===== src/rtl/uart_tx_mmio.sv =====
// uart_tx_mmio
//   Memory-mapped 8N1 UART transmitter on the CPU data port. Stores to
//   TXDATA (BASE+0) queue a byte in a small circular FIFO; a shifter FSM
//   drains the FIFO onto `tx`. STATUS (BASE+4) is returned combinationally
//   so a single-cycle load sees it in the cycle it is issued.
//
// Ports
//   clk        in   1   rising-edge clock
//   reset      in   1   synchronous, active-high
//   dataAddr   in  32   CPU data address
//   writeData  in  32   CPU store data (only [7:0] is used for TXDATA)
//   we         in   1   CPU store strobe
//   readData   out 32   STATUS word when addressed at BASE+4, else 0
//   sel        out  1   high when dataAddr is BASE+0 or BASE+4
//   tx         out  1   registered serial output, idles high
//
// STATUS layout: [0] full, [1] idle, [2] overflow (sticky), [15:8] count.

module uart_tx_mmio #(
    parameter logic [31:0] BASE_ADDR    = 32'h1000_0000,
    parameter int          CLKS_PER_BIT = 16,
    parameter int          FIFO_DEPTH   = 8
) (
    input  logic        clk,
    input  logic        reset,
    input  logic [31:0] dataAddr,
    input  logic [31:0] writeData,
    input  logic        we,
    output logic [31:0] readData,
    output logic        sel,
    output logic        tx
);

    localparam int PTR_W  = $clog2(FIFO_DEPTH);
    localparam int CNT_W  = PTR_W + 1;
    localparam int BAUD_W = (CLKS_PER_BIT > 1) ? $clog2(CLKS_PER_BIT) : 1;

    localparam logic [31:0]       TXDATA_ADDR = BASE_ADDR;
    localparam logic [31:0]       STATUS_ADDR = BASE_ADDR + 32'd4;
    localparam logic [BAUD_W-1:0] BAUD_LAST   = BAUD_W'(CLKS_PER_BIT - 1);
    localparam logic [CNT_W-1:0]  DEPTH_CNT   = CNT_W'(FIFO_DEPTH);

    typedef enum logic [1:0] {
        S_IDLE,
        S_START,
        S_DATA,
        S_STOP
    } state_e;

    // Shifter state
    state_e            state_q,   state_d;
    logic [BAUD_W-1:0] baud_q,    baud_d;
    logic [2:0]        bit_idx_q, bit_idx_d;
    logic [7:0]        shift_q,   shift_d;
    logic              tx_q,      tx_d;

    // FIFO and status state
    logic [PTR_W-1:0]  wr_ptr_q,  wr_ptr_d;
    logic [PTR_W-1:0]  rd_ptr_q,  rd_ptr_d;
    logic [CNT_W-1:0]  count_q,   count_d;
    logic              overflow_q, overflow_d;
    logic [7:0]        fifo_mem_q [FIFO_DEPTH];

    logic hit_txdata, hit_status;
    logic wr_txdata, wr_status;
    logic fifo_full, fifo_empty;
    logic push, pop;
    logic baud_done;
    logic [31:0] status_word;

    // Upper store bits have no meaning for TXDATA.
    logic unused_wdata;
    assign unused_wdata = ^writeData[31:8];

    // ------------------------------------------------------------------
    // Address decode and FIFO flags
    // ------------------------------------------------------------------
    assign hit_txdata = (dataAddr == TXDATA_ADDR);
    assign hit_status = (dataAddr == STATUS_ADDR);
    assign wr_txdata  = we && hit_txdata;
    assign wr_status  = we && hit_status;

    assign fifo_full  = (count_q == DEPTH_CNT);
    assign fifo_empty = (count_q == '0);

    // Fullness is judged before the edge: a same-cycle pop never frees room.
    assign push       = wr_txdata && !fifo_full;
    assign baud_done  = (baud_q == BAUD_LAST);

    // ------------------------------------------------------------------
    // Shifter FSM: state register
    // ------------------------------------------------------------------
    always_ff @(posedge clk) begin
        // NOTE: sequential state uses non-blocking assignments so every flop
        // samples pre-edge values regardless of statement order.
        if (reset) begin
            state_q   <= S_IDLE;
            baud_q    <= '0;
            bit_idx_q <= '0;
            shift_q   <= '0;
            tx_q      <= 1'b1;
        end else begin
            state_q   <= state_d;
            baud_q    <= baud_d;
            bit_idx_q <= bit_idx_d;
            shift_q   <= shift_d;
            tx_q      <= tx_d;
        end
    end

    // ------------------------------------------------------------------
    // Shifter FSM: next state, baud/bit counters and pop request
    // ------------------------------------------------------------------
    always_comb begin
        // NOTE: every signal gets a default first so no path infers a latch.
        state_d   = state_q;
        baud_d    = baud_q;
        bit_idx_d = bit_idx_q;
        shift_d   = shift_q;
        pop       = 1'b0;

        case (state_q)
            S_IDLE: begin
                if (!fifo_empty) begin
                    pop       = 1'b1;
                    shift_d   = fifo_mem_q[rd_ptr_q];
                    baud_d    = '0;
                    bit_idx_d = '0;
                    state_d   = S_START;
                end
            end
            S_START: begin
                if (baud_done) begin
                    baud_d  = '0;
                    state_d = S_DATA;
                end else begin
                    baud_d = baud_q + BAUD_W'(1);
                end
            end
            S_DATA: begin
                if (baud_done) begin
                    baud_d  = '0;
                    shift_d = shift_q >> 1;
                    if (bit_idx_q == 3'd7) begin
                        state_d = S_STOP;
                    end else begin
                        bit_idx_d = bit_idx_q + 3'd1;
                    end
                end else begin
                    baud_d = baud_q + BAUD_W'(1);
                end
            end
            S_STOP: begin
                if (baud_done) begin
                    baud_d = '0;
                    // Chain straight into the next frame when a byte is waiting.
                    if (!fifo_empty) begin
                        pop       = 1'b1;
                        shift_d   = fifo_mem_q[rd_ptr_q];
                        bit_idx_d = '0;
                        state_d   = S_START;
                    end else begin
                        state_d = S_IDLE;
                    end
                end else begin
                    baud_d = baud_q + BAUD_W'(1);
                end
            end
            default: state_d = S_IDLE;
        endcase
    end

    // ------------------------------------------------------------------
    // Shifter FSM: output decode (registered into tx_q one edge later)
    // ------------------------------------------------------------------
    always_comb begin
        tx_d = 1'b1;
        case (state_q)
            S_START: tx_d = 1'b0;
            S_DATA:  tx_d = shift_q[0];
            default: tx_d = 1'b1;
        endcase
    end

    // ------------------------------------------------------------------
    // FIFO pointers, count and sticky overflow
    // ------------------------------------------------------------------
    always_comb begin
        wr_ptr_d   = wr_ptr_q;
        rd_ptr_d   = rd_ptr_q;
        count_d    = count_q;
        overflow_d = overflow_q;

        if (push) wr_ptr_d = wr_ptr_q + PTR_W'(1);
        if (pop)  rd_ptr_d = rd_ptr_q + PTR_W'(1);

        case ({push, pop})
            2'b10:   count_d = count_q + CNT_W'(1);
            2'b01:   count_d = count_q - CNT_W'(1);
            default: count_d = count_q;
        endcase

        // Set and clear target different addresses, so they never collide.
        if (wr_txdata && fifo_full) begin
            overflow_d = 1'b1;
        end else if (wr_status) begin
            overflow_d = 1'b0;
        end
    end

    always_ff @(posedge clk) begin
        if (reset) begin
            wr_ptr_q   <= '0;
            rd_ptr_q   <= '0;
            count_q    <= '0;
            overflow_q <= 1'b0;
        end else begin
            wr_ptr_q   <= wr_ptr_d;
            rd_ptr_q   <= rd_ptr_d;
            count_q    <= count_d;
            overflow_q <= overflow_d;
        end
    end

    // NOTE: the storage array is not reset; the count guarantees no entry is
    // read before it has been written, so a reset here would only cost area.
    always_ff @(posedge clk) begin
        if (push) begin
            fifo_mem_q[wr_ptr_q] <= writeData[7:0];
        end
    end

    // ------------------------------------------------------------------
    // Read path
    // ------------------------------------------------------------------
    assign status_word = {16'h0000, 8'(count_q), 5'b00000, overflow_q,
                          (fifo_empty && (state_q == S_IDLE)), fifo_full};

    assign readData = hit_status ? status_word : 32'h0000_0000;
    assign sel      = hit_txdata || hit_status;
    assign tx       = tx_q;

endmodule


===== config.mk =====
export PLATFORM = sky130hd
export DESIGN_NAME = uart_tx_mmio
export DESIGN_NICKNAME = d
export VERILOG_FILES = /design/src/rtl/uart_tx_mmio.sv
export SDC_FILE = /design/constraint.sdc
export NUM_CORES = 1
export LEC_CHECK = 0
export ABC_CLOCK_PERIOD_IN_PS = 5800
export BUFFER_PORTS_ARGS = -buffer_cell sky130_fd_sc_hd__buf_2
export CAP_MARGIN = 20
export CORE_MARGIN = 2
export CORE_UTILIZATION = 53
export CTS_CLUSTER_DIAMETER = 30
export DETAILED_ROUTE_END_ITERATION = 7
export PLACE_DENSITY = 0.81
export SKIP_LAST_GASP = 1
export SYNTH_ARGS = -nofsm -noshare
export SYNTH_HDL_FRONTEND = slang
export SYNTH_SLANG_ARGS = --single-unit
export TNS_END_PERCENT = 10

===== constraint.sdc =====
create_clock -name clk -period 5.8 [get_ports clk]
set_input_delay 0.58 -clock clk [delete_from_list [all_inputs] [get_ports clk]]
set_output_delay 0.58 -clock clk [all_outputs]
set_load 0.1 [all_outputs]

==> metrics.txt, run 1 <==
outcome=completed; post-route ant nets=0; EDFF count, synth=64; Max-slew headroom=between 30% and 40%; Slew Viols, Final=0; power per standard cell area=about 270 nW/µm²; library cells used by synthesis=between 50 and 60; type of the worst min-delay path=flop to flop; Pre-antenna DRT Iters=4; fraction of layout cells with a size suffix above 1=between 20% and 30%; P_int=0.000938 W; setup TNS=0 ns; commonest cells after routing, fill and taps aside=edfxtp_1 (64), buf_2 (51), dfxtp_1 (32); WL per Instance=approximately 16 µm; largest net degree at the start of global routing=36; CP endpoint kind=primary output; Setup Skew=between 0.008 and 0.009 ns; Layout Nets=473; Data arrival, critical path=~2.4 ns; GR Overflow Total=0; total routed wirelength=just under 8000 µm; crit share post-route=between 50% and 60%; Area growth syn-to-layout=10.3%; worst-path fanout max=13; syn avg cell area=approximately 13 µm²; Clock power frac=around 33%; diode count=0; sequential area share after synthesis=a little under three fifths; setup violators final=0; core area=around 8300 µm²; dpl ws=2.49 ns; clock network latency to the later pin of the worst-skew pair=between 0.3 and 0.4 ns; Worst-Margin Slew=around 0.94 ns; IO Port Bufs=51; initial antenna violation count=0; Worst Setup Path Type=input port to primary output; switching power share of the total=29.5%; DRC Markers=0; area of the multi-input gates=roughly 1800 µm²; io pins=101; clock sink count=96; switching pwr=between 0.0003 and 0.0004 W; setup bufs post-CTS=0; leakage=approximately 1.8 nW; Min Clock Period, post-route=2.99 ns; DP HPWL=5410 µm; die width=between 90 and 100 µm; reg2reg path depth=10; vias in the first global route=2626; total power=approximately 0.0013 W; Final Hold Vio Count=0; Mapped Cells=roughly 340; hold path depth=2; fin cells=roughly 500; Placer Congestion=slightly below 0.8; WP data required=about 5.2 ns; Seq pwr share=55.2%; most common cell after layout, fill and taps aside=edfxtp_1; dpl cells=slightly below 500; Max Buffers Root-to-Sink=2; initial DRC count=103; # Max-Cap Violations=0; post_cts resized=0; # fillers=613; Die Y=96.5 µm; max frequency=around 330 MHz; Reg area=between 2000 and 3000 µm²; Clock Tree Root=clkbuf_8; Die ar.=around 9300 µm²; Vias per Instance=approximately 5.6; Rows=33; area of the mapped netlist=between 4000 and 5000 µm²; RSZ-0062 raised after global routing=no; async set or reset register ratio after synthesis=0%; Yosys Warn Count=0; total track usage=around 18%; H-Tree Depth=3; Worst-path clk slew=0.10 ns; cts bufs inserted=9; initial core utilization=55.0%; number of synthesized register bits=96; CP startpoint kind=input port; combinational power share=approximately an eighth; first-pass GRT wire length=12700 µm; top_reg_cell synth=edfxtp_1; total vias in the final route=between 2000 and 3000; Hold Buf Count CTS=0; Max VDD drop=roughly 0.28 mV; slack of the critical path=about 2.8 ns; CTS tree=built
[worst max-delay path, cell delays in order]
cell and delay [ns]:
buf_2 0.10, nor4_1 0.31, nand4_1 0.27, or2_1 0.39, clkinv_2 0.16, and3_1 0.18, buf_2 0.42
[power groups by stage]
| stage | combinational [W] | sequential [W] | clock, W |
|---|---|---|---|
| finish | 0.000164 | 0.000735 | 0.000432 |
| global route | 0.000177 | 0.000736 | 0.000465 |
| CTS | 0.000163 | 0.000735 | 0.000444 |
| detailed placement | 0.000163 | 0.000751 | 0 |
| global placement | 0.000160 | 0.000750 | 0 |
| floorplan | 0.000135 | 0.000761 | 0 |
[path summary, 6_finish.rpt]
path | from | endpoint | slack (ns)
setup / recovery | dataAddr[13] | readData[9] | 2.81
hold / removal | overflow_q | overflow_q | 0.47
setup reg to reg | state_q[0] | count_q[2] | 2.93
hold reg to reg | overflow_q | overflow_q | 0.47
[final cells by class]
| cell class | count | area share, % |
|---|---|---|
| Clock buffer | 9 | 2.47 |
| Clock inverter | 7 | 1.62 |
| Inverter | 8 | 0.625 |
| Multi-Input combinational cell | 221 | 35.2 |
| Sequential cell | 96 | 51.2 |
| Tap cell | 105 | 2.62 |
| Timing Repair Buffer | 56 | 6.25 |
[flip-flops by register name (all words and copies together), names as in the netlist, named ones only]
register,flops
state_q,2
bit_idx_q,3
baud_q,4
rd_ptr_q,3
count_q,4
fifo_mem_q,64
shift_q,8
tx,1
overflow_q,1
wr_ptr_q,3
[per-stage QoR]
stage               hold slack (ns)  util (%)  area, µm²
finish                        0.471      60.6       5010
global route                  0.474      60.6       5010
CTS                           0.457      60.1       4960
detailed placement            0.453      57.6       4760
global placement              0.449      57.6       4760
floorplan                     0.434         -       4630
[cell usage after synthesis, types with 9 or more instances]
cell type / n / share of area, %
edfxtp_1: 64 / 42
dfxtp_1: 32 / 14
buf_4: 26 / 4.3
mux4_2: 16 / 7.9
nand2b_1: 15 / 2.1
ha_1: 14 / 3.9
nor2_1: 14 / 1.2
a21oi_1: 13 / 1.4
mux2i_1: 11 / 2.4
nand2_1: 11 / 0.91
and3_1: 9 / 1.2
nand3_1: 9 / 0.99
nor4_1: 9 / 1.2
[cells by family (layout without fill, tap and decap cells)]
kind of cell	Yosys count	count (layout)	synth area share, %
fa+ha+maj	14	14	3.86
simple gates	106	106	14.4
buf+inv	50	80	6.95
flops	96	96	56.4
mux	29	29	10.9
compound gates	42	42	6.39
other cells	1	25	0.0826
xor+xnor	5	5	0.965
[per-layer routing]
metal | part of all wire [%] | wire, µm | GRT usage, %
met5 | 0 | 0 | 0
met4 | 1.4 | 113 | 7.16
met3 | 4.1 | 326 | 4.03
met2 | 53 | 4170 | 31.4
met1 | 42 | 3300 | 23.0
(Power assumes the default switching activity.)
==> run 2, diff against run 1 <==
--- a/config.mk
+++ b/config.mk
@@ -5,14 +5,15 @@
 export SDC_FILE = /design/constraint.sdc
 export NUM_CORES = 1
 export LEC_CHECK = 0
-export ABC_CLOCK_PERIOD_IN_PS = 5800
+export ABC_AREA = 1
+export ABC_CLOCK_PERIOD_IN_PS = 2500
 export BUFFER_PORTS_ARGS = -buffer_cell sky130_fd_sc_hd__buf_2
 export CAP_MARGIN = 20
 export CORE_MARGIN = 2
-export CORE_UTILIZATION = 53
+export CORE_UTILIZATION = 49
 export CTS_CLUSTER_DIAMETER = 30
 export DETAILED_ROUTE_END_ITERATION = 7
-export PLACE_DENSITY = 0.81
+export PLACE_DENSITY = 0.79
 export SKIP_LAST_GASP = 1
 export SYNTH_ARGS = -nofsm -noshare
 export SYNTH_HDL_FRONTEND = slang
==> constraint.sdc (replaced) <==
create_clock -name clk -period 2.5 [get_ports clk]
set_input_delay 0.25 -clock clk [delete_from_list [all_inputs] [get_ports clk]]
set_output_delay 0.25 -clock clk [all_outputs]
set_load 0.1 [all_outputs]
==> metrics.txt, run 2 <==
Finished Core Util=55.9% (-4.7 points); H-Tree Depth=3 (unchanged); top_reg_cell synth=edfxtp_1; Commonest cells post-synth=nand2_1 (117), edfxtp_1 (64), nor2_1 (51), nand3_1 (50), inv_1 (38); setup violators final=0 (unchanged); max FFs per register=64 (unchanged); cells along the critical path=ha_1 > nand3_4 > o21ai_0 > nand2_1 > inv_2 > ha_2 > xor2_1 > ha_1 > a21oi_1 > xnor2_1 > o21ai_0 > inv_1; Largest Register=fifo_mem_q; Post-Place Cell Area=4980 µm² (+4.5%); largest net degree at the start of global routing=33 (-8.3%); Mapped Cells=503 (+47%); CTS tree=built; Pre-antenna DRT Iters=5 (+1); Critical Path Max Stage Delay=0.37 ns (-0.05 ns); DRC Markers=0 (unchanged); Crit-path slowest cell=dfxtp_1; WL per Instance=13.0 µm (-18%); WP data required=2.77 ns (-2.45 ns); vias in the first global route=3368 (+28%); Die Y=102 µm (+5.3%); worst-path fanout max=7 (-6); hold endpoint=fifo_mem_q[4][3]; initial core utilization=50.5% (-4.4 points); Die ar.=10300 µm² (+11%); Clock Tree Root=clkbuf_8; clock network latency to the later pin of the worst-skew pair=0.36 ns (about the same); most common cell after layout, fill and taps aside=nand2_1; Data arrival, critical path=2.51 ns (+0.10 ns); Final Hold Vio Count=0 (unchanged); initial antenna violation count=0 (unchanged); Worst-Margin Slew=0.549 ns (-0.388 ns); crit share post-route=around 89%; total routed wirelength=8990 µm (+14%); Max VDD drop=0.454 mV (+63%); number of synthesized register bits=96 (unchanged); io pins=101 (unchanged); leakage=2.16 nW (+19%); max frequency=around 450 MHz; setup bufs post-CTS=0 (unchanged); DP HPWL=6010 µm (+11%); setup TNS=0 ns (unchanged); Worst Setup Path Type=flop to flop; type of the worst min-delay path=input port to flop; Regs by FF count=fifo_mem_q x64, shift_q x8; initial DRC count=162 (+57%); core area=9240 µm² (+12%); Yosys Warn Count=0 (unchanged); reg2reg path depth=12 (+2); Vias per Instance=4.99 (-11%); Max Buffers Root-to-Sink=2 (unchanged); Setup Skew=0.0124 ns (+0.00429 ns); async set or reset register ratio after synthesis=0% (unchanged); Layout Nets=639 (+35%); Max-slew headroom=63.4% (+26 points); EDFF count, synth=64 (unchanged); critical path depth=12 (+5); CP endpoint kind=flop; die width=102 µm (+5.3%); fraction of layout cells with a size suffix above 1=17.4% (-7.5 points); IO Port Bufs=51 (unchanged); GR Overflow Total=0 (unchanged); r2r endpoint=count_q[2]; start point of the worst hold path=writeData[3]; RSZ-0062 raised after global routing=no; Synth area leaders=edfxtp_1 (41%), dfxtp_1 (14%), nand2_1 (9.4%), nand3_1 (5.4%), buf_4 (4.2%); Rows=35 (+6.1%); count leader, synth=nand2_1; Min Clock Period, post-route=2.24 ns; power per standard cell area=832 nW/µm² (+210%); total power=0.00430 W (+220%); top-area cell type share of the netlist area=41.1% (-1.2 points); outcome=completed; hold path depth=1 (-1); post-route ant nets=0 (unchanged); commonest cells after routing, fill and taps aside=nand2_1 (117), edfxtp_1 (64), nor2_1 (51), buf_2 (51), nand3_1 (50); Worst-path clk slew=0.10 ns (about the same); Buffers & Inverters on Critical Path=2 (-1); Hold Buf Count CTS=0 (unchanged); first-pass GRT wire length=15400 µm (+21%); diode count=0 (unchanged); sequential area share after synthesis=54.9% (-1.6 points); CP startpoint kind=flop; Slew Viols, Final=0 (unchanged); total track usage=19.2% (+0.84 points); cts bufs inserted=9 (unchanged); syn avg cell area=9.29 µm² (-30%); FF-to-FF setup slack=0.26 ns (-2.67 ns); Worst R2R Start=baud_q[0]; clock sink count=96 (unchanged); # Max-Cap Violations=0 (unchanged); Area growth syn-to-layout=10.6%; final instance area=5170 µm² (+3.2%); Synth area leader=edfxtp_1; area of the mapped netlist=4670 µm² (+2.9%); Placer Congestion=0.769 (-2.7%); total vias in the final route=3451 (+23%); library cells used by synthesis=37 (-33%); CP delay by family, top=adder cells
[run 2: changes by cell type after synthesis, moves of 14 or more]
cell / before / now
a21oi_1: 13 / 27
inv_1: 7 / 38
mux4_2: 16 / 0
nor2_1: 14 / 51
nand3_1: 9 / 50
nand2_1: 11 / 117
nand2b_1: 15 / 0
[run 2: layer usage]
| metal | vias to the layer above | routed length (µm) | track usage (%) |
|---|---|---|---|
| li1 | 1753 | - | - |
| met1 | 1573 | 3770 | 23.5 |
| met2 | 104 | 4550 | 33.7 |
| met3 | 21 | 497 | 4.21 |
| met4 | 0 | 178 | 6.44 |
| met5 | - | 0 | 0 |
[run 2: power by group]
group	internal [W]	switching [W]
logic	0.000415	0.00104
clock network	0.000381	0.000569
registers	0.00182	0.0000841
total	0.00261	0.00169
[run 2: worst max path at each step]
stage | from | slack [ns] | endpoint
4_1_cts | state_q[0] | 0.18 | count_q[2]
6_report | baud_q[0] | 0.26 | count_q[2]
3_5_place_dp | state_q[0] | 0.18 | count_q[2]
3_3_place_gp | state_q[0] | 0.32 | count_q[2]
2_1_floorplan | dataAddr[23] | -0.47 | sel
5_1_grt | baud_q[1] | 0.004 | count_q[2]
[run 2: metrics by stage]
step	setup WS, ns	instances	hold WS (ns)
final	0.264	692	0.149
after global routing	0.00412	692	0.156
after CTS	0.176	692	0.152
after detailed placement	0.177	676	0.462
after global placement	0.317	676	0.454
after floorplan	-0.472	527	0.328
[run 2: worst register-to-register path, stage by stage, from the launching register on]
cell	delay, ns
dfxtp_1	0.37
ha_1	0.25
nand3_4	0.12
o21ai_0	0.17
nand2_1	0.13
inv_2	0.13
ha_2	0.23
xor2_1	0.20
ha_1	0.17
a21oi_1	0.05
xnor2_1	0.13
o21ai_0	0.14
inv_1	0.05
[run 2: area by class of cell]
cell class / count / area, µm²
fillers: 759 / 4070
flip-flops and latches: 96 / 2560
multi-input cells: 348 / 1770
repair buffers: 61 / 330
well taps: 129 / 161
inverters: 42 / 158
clock buffers: 9 / 124
clock inverters: 7 / 60.1
[run 2: kinds of logic (layout without fill, tap and decap cells)]
family / Yosys count / in the layout / share of synthesized area, %
and+or+nand+nor: 245 / 245 / 23.7
DFF: 96 / 96 / 54.9
buffers and inverters: 83 / 119 / 9.40
AOI/OAI and AO/OA: 59 / 59 / 7.23
adders and majority gates: 14 / 14 / 3.75
xor gates and xnor gates: 5 / 5 / 0.938
other: 1 / 25 / 0.0803
[run 2: timing repair]
item / CTS / global route
endpoints found under the hold margin: 0 / 0
endpoints found under the setup margin: 0 / 2
resized for setup: 0 / 4
